[src/rtl/mem_control_pkg.sv]
// mem_control_pkg: shared types for the memory controller.
//   state_t : FSM state encoding, exported on the interface for debug/handshake.
//   op_t    : kind of access recorded when a request leaves IDLE.
package mem_control_pkg;

  typedef enum logic [2:0] {
    StInit     = 3'd0,
    StIdle     = 3'd1,
    StReadReq  = 3'd2,
    StWriteReq = 3'd3,
    StRead     = 3'd4,
    StWrite    = 3'd5,
    StWait     = 3'd6
  } state_t;

  typedef enum logic [1:0] {
    OpNone      = 2'd0,
    OpReadData  = 2'd1,
    OpReadInstr = 2'd2,
    OpWrite     = 2'd3
  } op_t;

endpackage

[src/rtl/mem_control_if.sv]
// mem_control_if: CPU-side requests and bus-side data of the memory controller.
//   master : the core/bus environment (drives requests and bus read data)
//   slave  : mem_control (drives state, latched address and data returns)
// Signals:
//   address_in, data_in_CPU, data_in_BUS, data_en, instr_en, bus_full,
//   memWrite, memRead                      -> controller inputs
//   state, address_out, data_out_CPU, data_out_BUS, data_out_INSTR
//                                          -> controller outputs (registered)
interface mem_control_if;
  import mem_control_pkg::*;

  logic [31:0] address_in;
  logic [31:0] data_in_CPU;
  logic [31:0] data_in_BUS;
  logic        data_en;
  logic        instr_en;
  logic        bus_full;
  logic        memWrite;
  logic        memRead;
  state_t      state;
  logic [31:0] address_out;
  logic [31:0] data_out_CPU;
  logic [31:0] data_out_BUS;
  logic [31:0] data_out_INSTR;

  modport master (
    output address_in, data_in_CPU, data_in_BUS, data_en, instr_en, bus_full,
           memWrite, memRead,
    input  state, address_out, data_out_CPU, data_out_BUS, data_out_INSTR
  );

  modport slave (
    input  address_in, data_in_CPU, data_in_BUS, data_en, instr_en, bus_full,
           memWrite, memRead,
    output state, address_out, data_out_CPU, data_out_BUS, data_out_INSTR
  );

endinterface

[src/rtl/mem_control.sv]
// mem_control: arbitrates CPU loads/stores and instruction fetches onto one
// shared memory bus. Each access goes request -> (wait while bus_full) ->
// read/write -> idle. Priority in IDLE is store > load > fetch.
// Ports:
//   clk : rising-edge clock
//   rst : asynchronous active-low reset (aborts any access in flight)
//   bus : mem_control_if.slave, request inputs and registered outputs
module mem_control
  import mem_control_pkg::*;
(
  input logic           clk,
  input logic           rst,
  mem_control_if.slave  bus
);

  state_t      r_state;
  op_t         r_op;
  logic [31:0] r_addr;
  logic [31:0] r_wbuf;
  logic [31:0] r_dcpu;
  logic [31:0] r_dbus;
  logic [31:0] r_dinstr;

  state_t      w_state_next;
  op_t         w_op_next;

  // Next-state logic; w_op_next is only meaningful on the IDLE exit edge.
  always_comb begin
    w_state_next = r_state;
    w_op_next    = r_op;
    case (r_state)
      StInit: w_state_next = StIdle;
      StIdle: begin
        if (bus.data_en && bus.memWrite) begin
          w_state_next = StWriteReq;
          w_op_next    = OpWrite;
        end else if (bus.data_en && bus.memRead) begin
          w_state_next = StReadReq;
          w_op_next    = OpReadData;
        end else if (bus.instr_en) begin
          w_state_next = StReadReq;
          w_op_next    = OpReadInstr;
        end
      end
      StReadReq:  w_state_next = bus.bus_full ? StWait : StRead;
      StWriteReq: w_state_next = bus.bus_full ? StWait : StWrite;
      StWait: begin
        if (!bus.bus_full) begin
          w_state_next = (r_op == OpWrite) ? StWrite : StRead;
        end
      end
      StRead:  w_state_next = StIdle;
      StWrite: w_state_next = StIdle;
      default: w_state_next = StInit;  // unused encoding 7
    endcase
  end

  always_ff @(posedge clk or negedge rst) begin
    if (!rst) begin
      r_state  <= StInit;
      r_op     <= OpNone;
      r_addr   <= '0;
      r_wbuf   <= '0;
      r_dcpu   <= '0;
      r_dbus   <= '0;
      r_dinstr <= '0;
    end else begin
      r_state <= w_state_next;
      // Address/store data are sampled only when a request leaves IDLE.
      if (r_state == StIdle && w_state_next != StIdle) begin
        r_op   <= w_op_next;
        r_addr <= bus.address_in;
        r_wbuf <= bus.data_in_CPU;
      end
      if (w_state_next == StWrite) begin
        r_dbus <= r_wbuf;
      end
      // Read data is captured on the edge that leaves Read.
      if (r_state == StRead) begin
        if (r_op == OpReadInstr) begin
          r_dinstr <= bus.data_in_BUS;
        end else begin
          r_dcpu <= bus.data_in_BUS;
        end
      end
    end
  end

  assign bus.state          = r_state;
  assign bus.address_out    = r_addr;
  assign bus.data_out_CPU   = r_dcpu;
  assign bus.data_out_BUS   = r_dbus;
  assign bus.data_out_INSTR = r_dinstr;

endmodule

[src/flat_wrapper.sv]
// flat-port wrapper written by rule: the top's interface ports become plain ports
module mem_control_flat import mem_control_pkg::*;
  (clk, rst, bus_address_in, bus_data_in_CPU, bus_data_in_BUS, bus_data_en, bus_instr_en, bus_bus_full, bus_memWrite, bus_memRead, bus_state, bus_address_out, bus_data_out_CPU, bus_data_out_BUS, bus_data_out_INSTR);
  mem_control_if bus_i ();
  input logic clk;
  input logic rst;
  input wire logic [$bits(bus_i.address_in)-1:0] bus_address_in;
  input wire logic [$bits(bus_i.data_in_CPU)-1:0] bus_data_in_CPU;
  input wire logic [$bits(bus_i.data_in_BUS)-1:0] bus_data_in_BUS;
  input wire logic [$bits(bus_i.data_en)-1:0] bus_data_en;
  input wire logic [$bits(bus_i.instr_en)-1:0] bus_instr_en;
  input wire logic [$bits(bus_i.bus_full)-1:0] bus_bus_full;
  input wire logic [$bits(bus_i.memWrite)-1:0] bus_memWrite;
  input wire logic [$bits(bus_i.memRead)-1:0] bus_memRead;
  output wire logic [$bits(bus_i.state)-1:0] bus_state;
  output wire logic [$bits(bus_i.address_out)-1:0] bus_address_out;
  output wire logic [$bits(bus_i.data_out_CPU)-1:0] bus_data_out_CPU;
  output wire logic [$bits(bus_i.data_out_BUS)-1:0] bus_data_out_BUS;
  output wire logic [$bits(bus_i.data_out_INSTR)-1:0] bus_data_out_INSTR;
  assign bus_i.address_in = bus_address_in;
  assign bus_i.data_in_CPU = bus_data_in_CPU;
  assign bus_i.data_in_BUS = bus_data_in_BUS;
  assign bus_i.data_en = bus_data_en;
  assign bus_i.instr_en = bus_instr_en;
  assign bus_i.bus_full = bus_bus_full;
  assign bus_i.memWrite = bus_memWrite;
  assign bus_i.memRead = bus_memRead;
  assign bus_state = bus_i.state;
  assign bus_address_out = bus_i.address_out;
  assign bus_data_out_CPU = bus_i.data_out_CPU;
  assign bus_data_out_BUS = bus_i.data_out_BUS;
  assign bus_data_out_INSTR = bus_i.data_out_INSTR;
  mem_control u_core (.clk(clk), .rst(rst), .bus(bus_i));
endmodule
[config.mk]
export PLATFORM = sky130hd
export DESIGN_NAME = mem_control_flat
export DESIGN_NICKNAME = d
export VERILOG_FILES = /design/src/rtl/mem_control_pkg.sv /design/src/rtl/mem_control_if.sv /design/src/rtl/mem_control.sv /design/src/flat_wrapper.sv
export SDC_FILE = /design/constraint.sdc
export NUM_CORES = 1
export LEC_CHECK = 0
export ABC_AREA = 0
export BUFFER_PORTS_ARGS = -buffer_cell sky130_fd_sc_hd__buf_2
export CELL_PAD_IN_SITES_DETAIL_PLACEMENT = 1
export CELL_PAD_IN_SITES_GLOBAL_PLACEMENT = 1
export CORE_UTILIZATION = 35
export CTS_BUF_LIST = sky130_fd_sc_hd__clkbuf_4
export DETAILED_ROUTE_END_ITERATION = 10
export GPL_TIMING_DRIVEN = 0
export HOLD_SLACK_MARGIN = 0.1
export PLACE_DENSITY_LB_ADDON = 0.1
export REMOVE_ABC_BUFFERS = 1
export SLEW_MARGIN = 20
export SYNTH_ARGS = -nofsm -noshare
export SYNTH_HDL_FRONTEND = slang
export SYNTH_SLANG_ARGS = --single-unit
[constraint.sdc]
create_clock -name clk -period 3.1 [get_ports clk]
set_clock_uncertainty 0.05 [all_clocks]
set_input_delay 0.31 -clock clk [delete_from_list [all_inputs] [get_ports clk]]
set_output_delay 0.31 -clock clk [all_outputs]
set_load 0.01 [all_outputs]
==> impl_metrics.json, run 1 <==
{
  "synth_area_leader_cell": "dfrtp_1",
  "viasPerCell": 4.55,
  "area_growth_pct": 44.4,
  "clk_pin_slew_ns": 0.13,
  "min_path_type": "input pin to flip-flop",
  "max_freq_mhz": 420,
  "first_pass_iters": 4,
  "cts_sinks": 165,
  "max_stage_delay_ns": 0.79,
  "gr-usage-met3": 0.0526,
  "crit_fanout": 32,
  "numCtsBuffers": 17,
  "place.gp.congestion": 0.721,
  "cp_num_buf_inv": 0,
  "crit_required_ns": 3.49,
  "cts_tree": "yes",
  "initial_core_util": 0.357,
  "grt_usage": 0.170,
  "cts-resized-gates": 0,
  "cts_root_buf": "clkbuf_4",
  "antenna_left": 0,
  "synth_fa_ha_area_frac": 0,
  "drive_gt1_frac": 0.597,
  "synth_top_family_by_area": "multiplexers",
  "synth-compound-area-share": 0.0150,
  "use_met1": 0.204,
  "die_w_um": 138,
  "worstMarginPinSlew_ns": 0.973,
  "die_y_um": 138,
  "post_dp_cell_area_mm2": 0.00798,
  "postCtsSetupBuffers": 0,
  "multiInputGateArea_mm2": 0.00219,
  "clockBufferDepth": 2,
  "final_cell_mix": "buf_2 (232), dfrtp_1 (165), mux2_2 (107)",
  "grt_start_max_net_pins": 93,
  "placedCellCount": 819,
  "maxCapViolCount": 0,
  "antenna_found_initial": 1,
  "yosys_warnings": 0,
  "yosys_most_used_dff": "dfrtp_1",
  "die_area_mm2": 0.0190,
  "crit_path_cell_trace": "nor3b_2 -> nand3b_2 -> mux2_2",
  "p_total_mw": 9.14,
  "synth-xor-area-share": 0,
  "regArea_mm2": 0.00413,
  "hold_viol": 0,
  "synthMuxAreaShare": 0.308,
  "grt_pass1_vias": 4890,
  "grt_pass1_wl_um": 24500,
  "cp-end-kind": "flip-flop",
  "port_buffers": 233,
  "worstSkewPairLatency_ns": 0.56,
  "mostFrequentLayoutCell": "buf_2",
  "synth_seq_cells": 165,
  "drt_iter0_drc": 116,
  "period_share": 0.768,
  "fin_nets": 814,
  "critPathLaunchType": "flip-flop",
  "vdd_drop_max_uv": 426,
  "fin_cells": 954,
  "busiest_layer": "met2",
  "ioPinCount": 234,
  "crit_slowest_cell": "nand3b_2",
  "htreeDepth": 4,
  "cellLeakagePower_nw": 4.55,
  "synth_edf_count": 0,
  "dpl.hpwl_um": 10500,
  "maxSlewHeadroom": 0.348,
  "yosysSeqAreaShare": 0.641,
  "fin_crit_ns": 2.38,
  "finalWirelength_um": 15600,
  "syn-cell-area_mm2": 0.00644,
  "wire_per_inst_um": 16.3,
  "rsz0062_at_grt": "false",
  "tns_ns": 0,
  "crit_type": "flip-flop to flip-flop",
  "worstPathArrival_ns": 2.77,
  "via_count": 4341,
  "fill_cells": 1814,
  "drc": 0,
  "grt-ovfl-total": 0,
  "synth_top_area_frac": 0.641,
  "cp_top_family": "simple AND/OR/NAND/NOR gates",
  "drv_slew": 0,
  "core-area_mm2": 0.0180,
  "p_per_area_mw_per_mm2": 983,
  "synth_async_sr_flop_share": 1.00,
  "met2_usage": 0.279,
  "synthSimpleGateAreaFrac": 0.0130,
  "rows": 49,
  "final_area_mm2": 0.00930,
  "syn_area_per_cell_um2": 17.6,
  "finalSetupViolCount": 0,
  "postSynthCellCount": 366,
  "status": "complete, no violations",
  "synth_cell_types": 25,
  "synth.area.top_cells": "dfrtp_1 (64%), mux2_2 (19%), mux2_4 (11%)"
}
## repair_timing
action	CTS	global route
hold buffers	102	0
hold endpoints to repair	223	0
setup endpoints to repair	0	0
## per-layer routing
| metal | vias up | share of wire |
|---|---|---|
| met1 | 2154 | 0.42 |
| li1 | 1993 | - |
| met5 | - | 0 |
| met2 | 167 | 0.48 |
| met3 | 27 | 0.076 |
| met4 | 0 | 0.024 |
## sequential cells by signal (all words and copies together) (netlist names)
name	count
u_core.bus.data_out_INSTR	32
u_core.r_wbuf	32
u_core.bus.data_out_CPU	32
u_core.r_op	2
u_core.bus.address_out	32
u_core.bus.state	3
u_core.bus.data_out_BUS	32
## worst min-delay path: cells and delay by family
| family | cells | cell delay (ns) |
|---|---|---|
| compound gates | 2 | 0.33 |
| buf+inv | 1 | 0.10 |
## kinds of logic (layout without fill, tap and decap cells)
| group | after synthesis | after routing |
|---|---|---|
| flip-flops | 165 | 165 |
| multiplexers | 160 | 160 |
| buffers and inverters | 17 | 375 |
| AO/OA/AOI/OAI | 13 | 13 |
| AND/OR/NAND/NOR | 11 | 11 |
| other | 0 | 1 |
## stage by stage
step | util | hold slack [ns] | setup slack (ns)
after CTS | 0.516 | 0.117 | 0.650
after global routing | 0.516 | 0.147 | 0.516
after detailed placement | 0.443 | 0.332 | 0.688
final | 0.516 | 0.166 | 0.720
after global placement | 0.430 | 0.419 | -1.62
after floorplan | - | -0.0356 | -0.466
## power breakdown
part           internal [mW]  switching (mW)
Clock                  0.565           0.781
Sequential              3.25           0.570
Combinational           2.30            1.68
## cell type report
cell class / count / share of cell area
diodes: 1 / 0.000269
inverters: 1 / 0.000403
clock inverters: 15 / 0.0190
multi-input cells: 184 / 0.235
well taps: 229 / 0.0308
flip-flops and latches: 165 / 0.444
clock buffers: 17 / 0.0137
repair buffers: 342 / 0.257
## path summary, 6_finish.rpt
| kind | startpoint | to | slack (ns) | cells past startpoint |
|---|---|---|---|---|
| hold / removal | bus_memRead | u_core.r_op[0] | 0.17 | 3 |
| max in group asynchronous | rst | u_core.bus.state[0] | 1.90 | 3 |
| min in group asynchronous | rst | u_core.bus.data_out_CPU[9] | 0.27 | 2 |
| setup reg to reg | u_core.bus.state[2] | u_core.bus.data_out_INSTR[26] | 0.72 | 3 |
| hold reg to reg | u_core.bus.data_out_CPU[5] | u_core.bus.data_out_CPU[5] | 0.46 | 1 |
| setup / recovery | u_core.bus.state[2] | u_core.bus.data_out_INSTR[26] | 0.72 | 3 |
## Yosys cell counts (all sizes together) (2+ instances only)
master  instances
dfrtp         165
mux2          160
buf            16
o21ai           5
nand2           4
nor2b           2
nor3b           2
(Power assumes the default switching activity.)
==> inputs of run 2 (changes only) <==
==> constraint.sdc (replaced) <==
create_clock -name clk -period 2.46 [get_ports clk]
set_clock_uncertainty 0.05 [all_clocks]
set_input_delay 0.246 -clock clk [delete_from_list [all_inputs] [get_ports clk]]
set_output_delay 0.246 -clock clk [all_outputs]
set_load 0.01 [all_outputs]
==> run 2 against run 1 <==
Non-clock buffer count is 2 higher; worst setup slack worse by 0.35 ns; worst hold slack better by 0.044 ns; die area stayed put; flip-flop and latch count stayed put; utilization is 0.16 points higher; register-to-register slack worse by 0.30 ns; largest power group unchanged.
==> impl_metrics.json, run 2 (synthesis gave the netlist of run 1 again) <==
{
  "viasPerCell": 4.55,
  "cts_root_buf": "clkbuf_4",
  "drive_gt1_frac": 0.595,
  "grt_start_max_net_pins": 93,
  "max_freq_mhz": 478,
  "fin_crit_ns": 2.09,
  "final_area_mm2": 0.00933,
  "dpl.hpwl_um": 10500,
  "wire_per_inst_um": 16.3,
  "place.gp.congestion": 0.721,
  "maxCapViolCount": 0,
  "numCtsBuffers": 17,
  "cp-end-kind": "flip-flop",
  "ioPinCount": 234,
  "die_y_um": 138,
  "postCtsSetupBuffers": 0,
  "die_w_um": 138,
  "tns_ns": 0,
  "antenna_left": 0,
  "first_pass_iters": 4,
  "worstPathArrival_ns": 2.48,
  "cellLeakagePower_nw": 4.56,
  "crit_fanout": 15,
  "rows": 49,
  "grt_usage": 0.170,
  "grt_pass1_vias": 4909,
  "maxSlewHeadroom": 0.515,
  "cts_sinks": 165,
  "drv_slew": 0,
  "clockBufferDepth": 2,
  "worstMarginPinSlew_ns": 0.725,
  "min_path_type": "input pin to asynchronous set/reset pin",
  "period_share": 0.851,
  "grt_pass1_wl_um": 24600,
  "antenna_found_initial": 1,
  "die_area_mm2": 0.0190,
  "hold_viol": 0,
  "finalSetupViolCount": 0,
  "fin_nets": 816,
  "crit_type": "input pin to flip-flop",
  "htreeDepth": 4,
  "rr_worst_depth": 3,
  "final_cell_mix": "buf_2 (232), dfrtp_1 (165), mux2_2 (107)",
  "area_growth_pct": 44.9,
  "grt-ovfl-total": 0,
  "cts_tree": "yes",
  "via_count": 4347,
  "drt_iter0_drc": 97,
  "status": "complete, no violations",
  "finalWirelength_um": 15600,
  "core-area_mm2": 0.0180,
  "rsz0062_at_grt": "false",
  "vdd_drop_max_uv": 537,
  "critPathLaunchType": "input pin",
  "initial_core_util": 0.357,
  "r2r_slack_ns": 0.42,
  "mostFrequentLayoutCell": "buf_2",
  "clk_pin_slew_ns": 0.15,
  "p_per_area_mw_per_mm2": 1240,
  "p_total_mw": 11.5,
  "drc": 0,
  "port_buffers": 233,
  "worstSkewPairLatency_ns": 0.55,
  "post_dp_cell_area_mm2": 0.00798,
  "crit_required_ns": 2.85
}
-- run 2: changes by cell type in the layout (fill, tap and decap cells not counted) --
cell,previous run,this run
dlygate4sd3_1,102,104
nand3b_2,1,0
nand3b_4,0,1
-- run 2: worst paths after layout --
kind,to,start
worst max-delay path,u_core.bus.address_out[2],bus_memWrite
worst min-delay path,u_core.bus.data_out_CPU[9],rst
worst max register to register,u_core.bus.data_out_INSTR[26],u_core.bus.state[2]
worst min register to register,u_core.bus.data_out_CPU[5],u_core.bus.data_out_CPU[5]
max in group asynchronous,u_core.bus.state[0],rst
min in group clk,u_core.bus.state[1],bus_data_en
-- run 2: power breakdown --
part	internal (mW)	switching [mW]
Combinational	2.90	2.11
Clock	0.712	0.984
Sequential	4.10	0.724
Total	7.71	3.82
-- run 2: what timing repair did --
| action | in CTS | in global routing |
|---|---|---|
| endpoints found under the setup margin | 0 | 32 |
| gates resized for setup | 0 | 1 |
| hold endpoints to repair | 223 | 0 |
| hold buffers | 104 | 0 |
-- run 2: worst max-delay path, stage by stage --
cell	delay (ns)
dlygate4sd3_1	0.54
buf_2	0.14
o21a_1	0.22
o21ai_4	0.56
buf_16	0.24
buf_16	0.17
mux2_2	0.35
-- run 2: through the flow --
stage	utilization	hold slack [ns]	setup WS, ns	cells
2_1_floorplan	-	-0.0996	-1.04	350
3_3_place_gp	0.430	0.419	-2.19	812
3_5_place_dp	0.443	0.268	0.0484	819
4_1_cts	0.517	0.208	0.0105	955
5_1_grt	0.518	0.239	0.275	956
6_report	0.518	0.210	0.367	956
-- run 2: layout make-up --
type,instances,area (µm²)
sequential,165,4130
clock inverter,15,176
inverter,1,3.75
timing repair buffer,344,2410
multi-input combinational,184,2200
fill,1812,8690
tap,229,287
clock buffer,17,128
antenna,1,2.50
-- run 2: layer usage --
layer | track usage | vias to the layer above | share of wire
li1 | - | 1999 | -
met4 | 0.0763 | 0 | 0.023
met2 | 0.280 | 166 | 0.48
met1 | 0.204 | 2157 | 0.42
met5 | 0 | - | 0
met3 | 0.0526 | 25 | 0.076
==> inputs of run 3 (changes only) <==
--- a/config.mk
+++ b/config.mk
@@ -14,7 +14,7 @@
 export DETAILED_ROUTE_END_ITERATION = 10
 export GPL_TIMING_DRIVEN = 0
 export HOLD_SLACK_MARGIN = 0.1
-export PLACE_DENSITY_LB_ADDON = 0.1
+export PLACE_DENSITY_LB_ADDON = 0.15
 export REMOVE_ABC_BUFFERS = 1
 export SLEW_MARGIN = 20
 export SYNTH_ARGS = -nofsm -noshare
==> run 3 against run 2 <==
Wire length grew 2.0%; register-to-register slack gained 0.03 ns; design area shrank 0.27%; worst setup slack gained 0.059 ns; non-clock buffer count is the same; critical path depth is the same; clock power shrank 2%; global-route usage grew 0.40 points; via count shrank 0.12%; sequential power is essentially flat; power shrank 0.22%; worst hold slack gained 0.00094 ns; largest power group unchanged.
==> impl_metrics.json, run 3 (synthesis gave the netlist of run 1 again) <==
{
  "combinationalPowerShare": 0.434,
  "via_count": 4342,
  "crit_type": "input pin to flip-flop",
  "clk_pin_slew_ns": 0.14,
  "worstPathArrival_ns": 2.43,
  "antenna_found_initial": 0,
  "die_w_um": 138,
  "r2r-start": "u_core.r_op[1]",
  "ioPinCount": 234,
  "grt_pass1_wl_um": 25000,
  "cts_root_buf": "clkbuf_4",
  "crit_fanout": 17,
  "p_per_area_mw_per_mm2": 1240,
  "antenna_left": 0,
  "drt_iter0_drc": 87,
  "final_cell_mix": "buf_2 (232), dfrtp_1 (165), mux2_2 (107)",
  "postCtsSetupBuffers": 0,
  "cts_tree": "yes",
  "rsz0062_at_grt": "false",
  "initial_core_util": 0.357,
  "mostFrequentLayoutCell": "buf_2",
  "first_pass_iters": 3,
  "die_area_mm2": 0.0190,
  "fin_cells": 955,
  "crit_start": "bus_memRead",
  "crit_required_ns": 2.86,
  "max_freq_mhz": 492,
  "p_total_mw": 11.5,
  "worstMarginPinSlew_ns": 0.780,
  "drv_slew": 0,
  "fin_nets": 816,
  "cellLeakagePower_nw": 4.56,
  "area_growth_pct": 44.5,
  "cp-endpoint": "u_core.bus.address_out[5]",
  "maxSlewHeadroom": 0.478,
  "pwr-share-seq": 0.422,
  "viasPerCell": 4.55,
  "die_y_um": 138,
  "maxCapViolCount": 0,
  "antennaDiodeCount": 0,
  "critPathLaunchType": "input pin",
  "p_sw_mw": 3.81,
  "place.gp.congestion": 0.717,
  "worstSkewPairLatency_ns": 0.54,
  "cp-end-kind": "flip-flop",
  "numCtsBuffers": 17,
  "drive_gt1_frac": 0.595,
  "finalSetupViolCount": 0,
  "clkPwrFrac": 0.144,
  "status": "complete, no violations",
  "regToRegEndpoint": "u_core.bus.data_out_CPU[16]",
  "clockBufferDepth": 2,
  "drc": 0,
  "rr_worst_depth": 4,
  "rows": 49,
  "final_util": 0.516,
  "fin_crit_ns": 2.03,
  "finalWirelength_um": 15900,
  "htreeDepth": 4,
  "wire_per_inst_um": 16.7,
  "grt-ovfl-total": 0,
  "tns_ns": 0,
  "p_sw_frac": 0.331,
  "port_buffers": 233,
  "grt_start_max_net_pins": 92,
  "min_path_type": "input pin to asynchronous set/reset pin",
  "p_int_mw": 7.70,
  "dpl.hpwl_um": 10400,
  "fill_cells": 1834,
  "cts_sinks": 165,
  "grt_pass1_vias": 4829,
  "core-area_mm2": 0.0180,
  "grt_usage": 0.174,
  "r2r_slack_ns": 0.45,
  "vdd_drop_max_uv": 481,
  "placedCellCount": 819,
  "hold_viol": 0,
  "period_share": 0.827
}
run 3: worst max-delay path: stages:
cell,delay (ns)
dlygate4sd3_1,0.56
buf_2,0.15
o21a_1,0.20
o21ai_4,0.48
buf_16,0.25
buf_16,0.18
mux2_2,0.35
run 3: area by class of cell:
type	instances	area (µm²)	area share
clock inverter	14	159	0.0171
clock buffer	18	135	0.0145
inverter	1	3.75	0.000403
tap	229	287	0.0308
sequential	165	4130	0.444
timing repair buffer	344	2400	0.258
multi-input combinational	184	2200	0.236
run 3: power groups by stage:
stage	Clock, mW	Sequential (mW)	Combinational (mW)
after floorplan	0	5.34	2.46
after detailed placement	0	4.89	4.89
after global placement	0	4.79	4.70
after global routing	1.84	5.06	5.44
final	1.66	4.85	5.00
after CTS	1.74	4.84	5.05
run 3: worst min-delay path by stage:
stage	from	end	slack (ns)	cells after the start
3_3_place_gp	u_core.bus.data_out_BUS[6]	u_core.bus.data_out_BUS[6]	0.42	1
2_1_floorplan	rst	u_core.bus.address_out[0]	-0.1	0
3_5_place_dp	rst	u_core.bus.data_out_CPU[22]	0.21	1
4_1_cts	rst	u_core.bus.data_out_INSTR[22]	0.14	2
6_report	rst	u_core.bus.data_out_INSTR[22]	0.21	2
5_1_grt	rst	u_core.bus.data_out_INSTR[22]	0.20	2
run 3: layer usage:
layer  share of wire  vias up  global-route usage
met1            0.41     2161               0.203
met3           0.084       17              0.0611
met2            0.49      166               0.294
met4           0.014        0              0.0665
li1                -     1998                   -
met5               0        -                   0
run 3: repair_timing:
| action | CTS | global route |
|---|---|---|
| hold buffers | 104 | 0 |
| endpoints found under the setup margin | 0 | 32 |
| endpoints found under the hold margin | 219 | 0 |
| resized for setup | 0 | 1 |
run 3: through the flow:
step	setup slack [ns]	cell area, µm²	hold slack (ns)
2_1_floorplan	-1.04	6300	-0.0996
3_3_place_gp	-2.16	7750	0.421
3_5_place_dp	0.0814	7960	0.208
4_1_cts	0.0560	9300	0.136
5_1_grt	0.320	9310	0.195
6_report	0.426	9310	0.211
